--- src/rtl/ex_operand_stage.sv ---
// Purpose  : ID/EX pipeline register with EX/MEM and MEM/WB operand forwarding feeding the ALU.
// Latency  : 1 cycle from an accepted ID instruction to valid EX outputs; forwarding is combinational.
// Backpressure: id_ready drops on ex_stall or a load-use hazard; flush kills EX, and a stall holds it.
//
// Ports:
//   clk, rst                     clock and synchronous active-high reset
//   id_*                         decoded instruction from ID (valid/ready handshake)
//   ex_stall, flush              downstream hold / taken-branch kill
//   mem_*, wb_*                  producer info from EX/MEM and MEM/WB for bypassing
//   ex_*                         registered instruction and forwarded operands for the ALU
// Optional build macro LOAD_USE_STATS_EN adds stall_count / bubble_count (32-bit, wrapping).
module ex_operand_stage #(
  parameter int ALU_BITS      = 32,
  parameter int ALU_CTRL_BITS = 4,
  parameter int REG_ADDR_BITS = 5
) (
  input  logic                     clk,
  input  logic                     rst,
  input  logic                     id_valid,
  output logic                     id_ready,
  input  logic [REG_ADDR_BITS-1:0] id_rs1,
  input  logic [REG_ADDR_BITS-1:0] id_rs2,
  input  logic                     id_rs1_used,
  input  logic                     id_rs2_used,
  input  logic [REG_ADDR_BITS-1:0] id_rd,
  input  logic [ALU_BITS-1:0]      id_rdata1,
  input  logic [ALU_BITS-1:0]      id_rdata2,
  input  logic [ALU_BITS-1:0]      id_imm,
  input  logic                     id_alu_src,
  input  logic [ALU_CTRL_BITS-1:0] id_alu_ctrl,
  input  logic                     id_mem_read,
  input  logic                     id_reg_write,
  input  logic                     ex_stall,
  input  logic                     flush,
  input  logic                     mem_reg_write,
  input  logic [REG_ADDR_BITS-1:0] mem_rd,
  input  logic [ALU_BITS-1:0]      mem_result,
  input  logic                     wb_reg_write,
  input  logic [REG_ADDR_BITS-1:0] wb_rd,
  input  logic [ALU_BITS-1:0]      wb_result,
  output logic                     ex_valid,
  output logic [ALU_BITS-1:0]      ex_rdata1,
  output logic [ALU_BITS-1:0]      ex_rdata2,
  output logic [ALU_BITS-1:0]      ex_imm,
  output logic                     ex_alu_src,
  output logic [ALU_CTRL_BITS-1:0] ex_alu_ctrl,
  output logic [REG_ADDR_BITS-1:0] ex_rd,
  output logic                     ex_mem_read,
  output logic                     ex_reg_write
`ifdef LOAD_USE_STATS_EN
  ,
  output logic [31:0]              stall_count,
  output logic [31:0]              bubble_count
`endif
);

  logic                     valid_q,     valid_d;
  logic [REG_ADDR_BITS-1:0] rs1_q,       rs1_d;
  logic [REG_ADDR_BITS-1:0] rs2_q,       rs2_d;
  logic                     rs1_used_q,  rs1_used_d;
  logic                     rs2_used_q,  rs2_used_d;
  logic [ALU_BITS-1:0]      rdata1_q,    rdata1_d;
  logic [ALU_BITS-1:0]      rdata2_q,    rdata2_d;
  logic [ALU_BITS-1:0]      imm_q,       imm_d;
  logic                     alu_src_q,   alu_src_d;
  logic [ALU_CTRL_BITS-1:0] alu_ctrl_q,  alu_ctrl_d;
  logic [REG_ADDR_BITS-1:0] rd_q,        rd_d;
  logic                     mem_read_q,  mem_read_d;
  logic                     reg_write_q, reg_write_d;

  logic load_use;
  logic xfer;
  logic kill;
  logic wb_hit1, wb_hit2;

  always_comb begin
    load_use = valid_q & mem_read_q & (rd_q != '0) &
               ((id_rs1_used & (id_rs1 == rd_q)) | (id_rs2_used & (id_rs2 == rd_q)));
    id_ready = ~ex_stall & ~load_use;
    xfer     = id_valid & id_ready & ~flush;
    // Flush beats stall; with no stall and nothing accepted, EX becomes a bubble.
    kill     = flush | (~ex_stall & ~xfer);
    wb_hit1  = wb_reg_write & (wb_rd != '0) & (wb_rd == rs1_q);
    wb_hit2  = wb_reg_write & (wb_rd != '0) & (wb_rd == rs2_q);
  end

  always_comb begin
    valid_d     = valid_q;
    rs1_d       = rs1_q;
    rs2_d       = rs2_q;
    rs1_used_d  = rs1_used_q;
    rs2_used_d  = rs2_used_q;
    rdata1_d    = rdata1_q;
    rdata2_d    = rdata2_q;
    imm_d       = imm_q;
    alu_src_d   = alu_src_q;
    alu_ctrl_d  = alu_ctrl_q;
    rd_d        = rd_q;
    mem_read_d  = mem_read_q;
    reg_write_d = reg_write_q;
    if (kill) begin
      // Bubble: control zeroed so it is an inert ADD; clearing the used flags
      // keeps a dead slot from matching producers.
      valid_d     = 1'b0;
      mem_read_d  = 1'b0;
      reg_write_d = 1'b0;
      alu_ctrl_d  = '0;
      rs1_used_d  = 1'b0;
      rs2_used_d  = 1'b0;
    end else if (ex_stall) begin
      // A held instruction may outlive its MEM/WB producer; capture the value
      // while it is still visible so it survives once the producer retires.
      if (valid_q && rs1_used_q && wb_hit1) rdata1_d = wb_result;
      if (valid_q && rs2_used_q && wb_hit2) rdata2_d = wb_result;
    end else begin
      valid_d     = 1'b1;
      rs1_d       = id_rs1;
      rs2_d       = id_rs2;
      rs1_used_d  = id_rs1_used;
      rs2_used_d  = id_rs2_used;
      rdata1_d    = id_rdata1;
      rdata2_d    = id_rdata2;
      imm_d       = id_imm;
      alu_src_d   = id_alu_src;
      alu_ctrl_d  = id_alu_ctrl;
      rd_d        = id_rd;
      mem_read_d  = id_mem_read;
      reg_write_d = id_reg_write;
    end
  end

  always_ff @(posedge clk) begin
    if (rst) begin
      valid_q     <= 1'b0;
      rs1_q       <= '0;
      rs2_q       <= '0;
      rs1_used_q  <= 1'b0;
      rs2_used_q  <= 1'b0;
      rdata1_q    <= '0;
      rdata2_q    <= '0;
      imm_q       <= '0;
      alu_src_q   <= 1'b0;
      alu_ctrl_q  <= '0;
      rd_q        <= '0;
      mem_read_q  <= 1'b0;
      reg_write_q <= 1'b0;
    end else begin
      valid_q     <= valid_d;
      rs1_q       <= rs1_d;
      rs2_q       <= rs2_d;
      rs1_used_q  <= rs1_used_d;
      rs2_used_q  <= rs2_used_d;
      rdata1_q    <= rdata1_d;
      rdata2_q    <= rdata2_d;
      imm_q       <= imm_d;
      alu_src_q   <= alu_src_d;
      alu_ctrl_q  <= alu_ctrl_d;
      rd_q        <= rd_d;
      mem_read_q  <= mem_read_d;
      reg_write_q <= reg_write_d;
    end
  end

  // Operand bypass: EX/MEM is younger than MEM/WB so it wins; x0 never forwards.
  always_comb begin
    ex_rdata1 = rdata1_q;
    if (rs1_used_q && mem_reg_write && (mem_rd != '0) && (mem_rd == rs1_q)) ex_rdata1 = mem_result;
    else if (rs1_used_q && wb_hit1)                                         ex_rdata1 = wb_result;
    ex_rdata2 = rdata2_q;
    if (rs2_used_q && mem_reg_write && (mem_rd != '0) && (mem_rd == rs2_q)) ex_rdata2 = mem_result;
    else if (rs2_used_q && wb_hit2)                                         ex_rdata2 = wb_result;
  end

  assign ex_valid     = valid_q;
  assign ex_imm       = imm_q;
  assign ex_alu_src   = alu_src_q;
  assign ex_alu_ctrl  = alu_ctrl_q;
  assign ex_rd        = rd_q;
  assign ex_mem_read  = mem_read_q;
  assign ex_reg_write = reg_write_q;

`ifdef LOAD_USE_STATS_EN
  logic [31:0] stall_count_q,  stall_count_d;
  logic [31:0] bubble_count_q, bubble_count_d;

  always_comb begin
    stall_count_d  = stall_count_q;
    bubble_count_d = bubble_count_q;
    if (load_use && id_valid && !ex_stall && !flush) stall_count_d = stall_count_q + 32'd1;
    if (kill) bubble_count_d = bubble_count_q + 32'd1;
  end

  always_ff @(posedge clk) begin
    if (rst) begin
      stall_count_q  <= '0;
      bubble_count_q <= '0;
    end else begin
      stall_count_q  <= stall_count_d;
      bubble_count_q <= bubble_count_d;
    end
  end

  assign stall_count  = stall_count_q;
  assign bubble_count = bubble_count_q;
`endif

endmodule

--- config.mk ---
export PLATFORM = sky130hd
export DESIGN_NAME = ex_operand_stage
export DESIGN_NICKNAME = d
export VERILOG_FILES = /design/src/rtl/ex_operand_stage.sv
export SDC_FILE = /design/constraint.sdc
export NUM_CORES = 1
export LEC_CHECK = 0
export CAP_MARGIN = 15
export CORE_MARGIN = 3
export CORE_UTILIZATION = 35
export CTS_BUF_LIST = sky130_fd_sc_hd__clkbuf_8
export DETAILED_ROUTE_END_ITERATION = 12
export GPL_TIMING_DRIVEN = 0
export PLACE_DENSITY = 0.72
export SYNTH_ARGS = -nofsm -noshare
export SYNTH_HDL_FRONTEND = slang
export SYNTH_SLANG_ARGS = --single-unit
--- constraint.sdc ---
create_clock -name clk -period 2.31 [get_ports clk]
set_input_delay 0.462 -clock clk [delete_from_list [all_inputs] [get_ports clk]]
set_output_delay 0.462 -clock clk [all_outputs]
set_load 0.1 [all_outputs]
==> results of run 1 <==
==> worst max path at each step <==
stage,to,depth (start not counted),start
CTS,ex_rdata1[13],9,rs1_q[2]$_SDFFE_PP0P_
global route,ex_rdata1[5],8,rs1_q[1]$_SDFFE_PP0P_
floorplan,ex_rdata2[17],6,wb_rd[3]
detailed placement,ex_rdata1[15],8,mem_rd[0]
finish,ex_rdata2[27],9,rs2_q[0]$_SDFFE_PP0P_
global placement,ex_rdata2[13],8,mem_rd[0]
==> registers in the layout, summed over array words and instances, names as in the netlist <==
register,count
ex_valid,1
ex_alu_src,1
ex_mem_read,1
rs2_q,5
ex_alu_ctrl,4
ex_reg_write,1
rdata1_q,32
rs2_used_q,1
rs1_q,5
rs1_used_q,1
rdata2_q,32
ex_rd,5
ex_imm,32
==> cells in the final DEF (no fill, tap or decap), types with 21 or more instances in the layout <==
cell	n
nor2b_1	64
dfxtp_1	112
nand2_1	103
o21ai_4	34
buf_6	33
buf_12	67
clkdlybuf4s50_1	188
clkbuf_8	21
nand2b_1	161
clkbuf_1	36
dlygate4sd2_1	52
mux2i_4	43
mux2i_1	64
a21oi_1	64
mux2_4	62
==> power groups by stage <==
| stage | Combinational, W | Clock, W | Sequential [W] |
|---|---|---|---|
| after floorplan | 0.00113 | 0 | 0.00248 |
| after global placement | 0.00204 | 0 | 0.00230 |
| after detailed placement | 0.00205 | 0 | 0.00230 |
| after CTS | 0.00230 | 0.00181 | 0.00226 |
| after global routing | 0.00243 | 0.00190 | 0.00227 |
| final | 0.00234 | 0.00179 | 0.00226 |
==> cells by family (layout without fill, tap and decap cells) <==
logic type	Yosys count	after routing	synth area share
muxes	184	184	0.250
AOI/OAI and AO/OA	146	146	0.106
xor gates and xnor gates	30	30	0.0342
and+or+nand+nor	345	345	0.251
buffers and inverters	72	451	0.0435
DFF	121	121	0.315
==> area by class of cell <==
class	count	share of cell area
multi-input cells	705	0.446
repair buffers	349	0.291
flip-flops and latches	121	0.173
plain buffers	67	0.0396
well taps	275	0.0244
clock buffers	17	0.0166
clock inverters	15	0.00834
inverters	3	0.000798
==> timing repair <==
| action | CTS | global route |
|---|---|---|
| gates resized for setup | 793 | 33 |
| setup endpoints to repair | 194 | 173 |
| gates cloned | 10 | 1 |
| setup buffers | 37 | 5 |
| pin swaps | 29 | 13 |
==> metrics by stage <==
step           worst slack [ps]  TNS, ps
2_1_floorplan             -1920   -67570
3_3_place_gp              -2810  -227080
3_5_place_dp              -2440  -217050
4_1_cts                    -749   -64030
5_1_grt                    -807   -62210
6_report                   -712   -48950
==> worst min-delay path: stages, from the launching register on <==
cell and delay (ps):
dfxtp_1 320, nand2b_1 60, mux2i_1 60
==> cell usage after synthesis, drive strengths merged <==
library cell	count	area, sq um
o311ai	2	52.6
mux2i	120	1200
nor3	3	15.0
nand2b	161	1010
nor2	1	3.75
a21boi	1	7.51
buf	17	128
or4	3	22.5
xnor2	20	175
inv	3	11.3
o211ai	1	7.51
clkbuf	52	195
a211oi	8	60.1
a221oi	1	8.76
a211o	1	8.76
nand4	4	25.0
o221ai	1	8.76
nor4b	2	30.0
a21oi	65	325
dfxtp	121	2420
o22ai	1	6.26
o21ai	65	325
or4b	2	27.5
nand2	103	387
xor2	10	87.6
mux2	64	721
nor4	2	12.5
nor2b	64	400
==> metal layers <==
metal	up-vias	GRT usage	routed length (um)
met3	58	0.0690	2850
met1	3886	0.309	12600
met5	-	0	27
met4	4	0.0892	845
met2	402	0.461	16200
li1	3794	-	-
==> flow_summary.ini, run 1 <==
[hold_path]
min_path_cells = 2
hold_start = ex_imm[15]$_SDFFE_PP0P_
min_path_type = flop to flop
worstHoldEndpoint = ex_imm[15]$_SDFFE_PP0P_

[yosys]
syn_area_sq_mm = 0.00768
synth_cell_types = 31
synth.net_count = 1099
synth_seq_cells = 121
synth_seq_area_share = 0.315
syn_inst = 898
ys_warn_count = 0
avgSynthCellArea_sq_um = 8.55

[layout]
fin_nets = 1465
drive_above_1_share = 0.291
diodes = 0
final_cells = 1552
final_core_util = 0.663
multiInputGateArea_sq_mm = 0.00629
regArea_sq_mm = 0.00245
syn2layout_area_growth_pct = 83.6
stdcell_area_sq_mm = 0.0141
fillers = 1653

[grt]
grt_pass1_vias = 8480
overflow = 0
antenna_found_initial = 2
grt_pass1_wl_um = 48600
grt.total_usage = 0.262
grt_max_degree = 17

[worst_setup_path]
crit_type = flop to primary output
worstPathRequired_ps = 1850
r2r-end = rdata2_q[26]$_SDFFE_PP0P_
regToRegStartpoint = rs2_q[0]$_SDFFE_PP0P_
crit_buf_inv = 4
ff2ff_setup_slack_ps = -170
slowest_stage = dfxtp_4
rr_worst_depth = 8
crit_path_start_kind = flop
end_kind = primary output
critPathTopFamily = buffers and inverters
cp_max_fo = 6
worstPathCellList = xor2_2 > nor4_2 > nor4b_4 > buf_6 > buf_12 > buf_12 > mux2i_2 > o21ai_1 > buf_6
arrival_ps = 2560
crit_path_max_incr_delay_ps = 370

[timing]
finalSetupViolations = 129
hold_violations = 0
holdWs_ps = 477
fin_crit_sh = 1.31
finalMaxSlewViolations = 0
rsz0062_at_grt = true
skew_ps = 19.3
finalWorstSetupSlack_ps = -712
tightest_slew_ps = 998
period_minus_slack_ps = 3020
max-slew-margin-rel = 0.337
fmax_ghz = 0.331

[routing]
viasPerCell = 5.25
ant_nets = 0
wirelength_um = 32500
route.detailed.drc = 0
wl_per_cell_um = 20.9
drt-pass1-iter-count = 5
vias = 8144
drt_iter0_drc = 467

[floorplanning]
die_h_um = 154
coreArea_sq_mm = 0.0213
die_area_sq_mm = 0.0238
rows = 53
start_util = 0.361
pin_count = 311
die_x_um = 154

[cts]
clk_latency_ps = 460
cts-root-buf = clkbuf_8
cts_sinks = 121
cts_buffer_depth = 2
cts_buffers = 17
cts_hold_buf = 0
cts_tree = done
cts_max_level = 4
clk_pin_slew_ps = 80

[power_and_ir_drop]
seq_power_share = 0.354
p_sw_w = 0.00242
p_per_area_mw_per_mm2 = 453
totalPowerFinal_w = 0.00639
ir_drop_uv = 317
combPwrFrac = 0.366
p_leak_nw = 5.34
p_int_w = 0.00397
p_clk_frac = 0.279
power_switching_share = 0.378

[placed_design]
place_area_sq_mm = 0.0121
routabilityCongestion = 0.866
numPortBuffers = 308
dp_hpwl_um = 22800
place_inst = 1482

[flow_run]
maxCapViolations = 0

[outcome]
violations = negative setup slack
outcome = finished, violations left
Note: power is estimated with default switching activity, not from simulation.
==> inputs of run 2 (changes only) <==
SKIP_LAST_GASP = 1   (was unset)
==> run 2 against run 1 <==
  * The run still ends with negative setup slack left
  * Cell count is the same
  * First-iteration DRC count shrank 2.8%
  * Critical path depth is the same
  * Worst setup slack gained 9.2 ps
  * Clock skew grew 5.3 ps
  * Combinational power is essentially flat
  * Non-clock buffer count is the same
  * Maximum frequency grew 0.30%
  * Critical endpoint unchanged
==> flow_summary.ini, run 2 (synthesized netlist as in run 1, its figures left out) <==
[outcome]
outcome = finished, violations left
violations = negative setup slack

[placed_design]
routabilityCongestion = 0.866
dp_hpwl_um = 22800
numPortBuffers = 308
place_inst = 1482
place_area_sq_mm = 0.0121

[layout]
final_common_cell = clkdlybuf4s50_1
final_cell_mix = 188 x clkdlybuf4s50_1, 161 x nand2b_1, 112 x dfxtp_1
final_cells = 1552
drive_above_1_share = 0.289
stdcell_area_sq_mm = 0.0142
diodes = 0
fillers = 1632
final_core_util = 0.667
fin_nets = 1465
syn2layout_area_growth_pct = 84.8

[timing]
finalMaxSlewViolations = 0
finalWorstSetupSlack_ps = -703
period_minus_slack_ps = 3010
finalSetupViolations = 129
max-slew-margin-rel = 0.331
tightest_slew_ps = 1000
tns_ps = -48140
rsz0062_at_grt = true
fmax_ghz = 0.332
fin_crit_sh = 1.30
skew_ps = 24.6
hold_violations = 0

[floorplanning]
die_area_sq_mm = 0.0238
start_util = 0.361
die_h_um = 154
coreArea_sq_mm = 0.0213
die_x_um = 154
rows = 53
pin_count = 311

[cts]
cts_tree = done
cts_hold_buf = 0
cts-root-buf = clkbuf_8
clk_pin_slew_ps = 80
clk_latency_ps = 460
cts_buffer_depth = 2
cts_max_level = 4
cts_buffers = 17
cts_sinks = 121

[grt]
grt_pass1_vias = 8441
grt_pass1_wl_um = 48700
overflow = 0
antenna_found_initial = 2
grt.total_usage = 0.263
grt_max_degree = 17

[flow_run]
maxCapViolations = 0

[power_and_ir_drop]
p_per_area_mw_per_mm2 = 451
p_leak_nw = 5.91
totalPowerFinal_w = 0.00640
ir_drop_uv = 314

[routing]
wirelength_um = 32300
wl_per_cell_um = 20.8
ant_nets = 0
route.detailed.drc = 0
drt-pass1-iter-count = 5
drt_iter0_drc = 454
viasPerCell = 5.24
vias = 8137

[hold_path]
min_path_type = flop to flop

[worst_setup_path]
crit_type = flop to primary output
worstPathRequired_ps = 1850
cp_max_fo = 6
arrival_ps = 2550
crit_path_start_kind = flop
end_kind = primary output
## run 2: cell count changes in the layout (fill, tap and decap cells not counted)
cell / previous run / this run
buf_12: 67 / 59
buf_4: 12 / 13
buf_6: 33 / 40
dlygate4sd2_1: 52 / 7
dlymetal6s2s_1: 0 / 45
mux2i_1: 64 / 65
mux2i_2: 13 / 12
o21ai_1: 11 / 12
o21ai_2: 20 / 19
## run 2: area by class of cell
type / instances / area (sq um) / share of cell area
multi-input cells: 705 / 6280 / 0.442
repair buffers: 349 / 4200 / 0.296
flip-flops and latches: 121 / 2450 / 0.172
plain buffers: 67 / 558 / 0.0393
well taps: 275 / 344 / 0.0242
clock buffers: 17 / 234 / 0.0165
clock inverters: 15 / 118 / 0.00829
inverters: 3 / 11.3 / 0.000793
## run 2: timing repair
item                                    in CTS  in global routing
gates cloned                                10                  1
endpoints found under the setup margin     194                217
buffers inserted                            37                  5
resized for setup                          724                 81
pin swaps                                   29                 13
## run 2: final timing paths
kind	start	end	slack, ps	depth (start not counted)
worst max-delay path	rs2_q[0]$_SDFFE_PP0P_	ex_rdata2[27]	-700	9
worst min-delay path	ex_imm[15]$_SDFFE_PP0P_	ex_imm[15]$_SDFFE_PP0P_	480	2
worst max register to register	rs2_q[0]$_SDFFE_PP0P_	rdata2_q[26]$_SDFFE_PP0P_	-160	8
worst min register to register	ex_imm[15]$_SDFFE_PP0P_	ex_imm[15]$_SDFFE_PP0P_	480	2
## run 2: stage by stage
step,setup slack (ps),hold WS [ps]
final,-703,478
after global routing,-792,494
after CTS,-749,481
after detailed placement,-2440,464
after global placement,-2810,458
after floorplan,-1920,485
## run 2: per-layer routing
layer  track usage  wire (um)  up-vias
met2         0.461      16200      382
li1              -          -     3784
met1         0.314      12700     3922
met5             0         26        -
met4        0.0854        685        4
met3        0.0650       2790       45
## run 2: critical path: stages, from the launching register on
cell and delay (ps):
dfxtp_4 370, xor2_2 180, nor4_2 280, nor4b_4 260, buf_6 210, buf_12 120, buf_12 130, mux2i_2 240
o21ai_1 110, buf_6 190
## run 2: power breakdown
part | total (W) | switching [W] | internal [W]
logic | 0.00234 | 0.00130 | 0.00104
clock network | 0.00180 | 0.00104 | 0.000757
registers | 0.00226 | 0.0000838 | 0.00218
==> inputs of run 3 (changes only) <==
GPL_ROUTABILITY_DRIVEN = 1   (was unset)
==> results of run 3 <==
No change in the layout: final DEF, timing and power equal those of run 2.
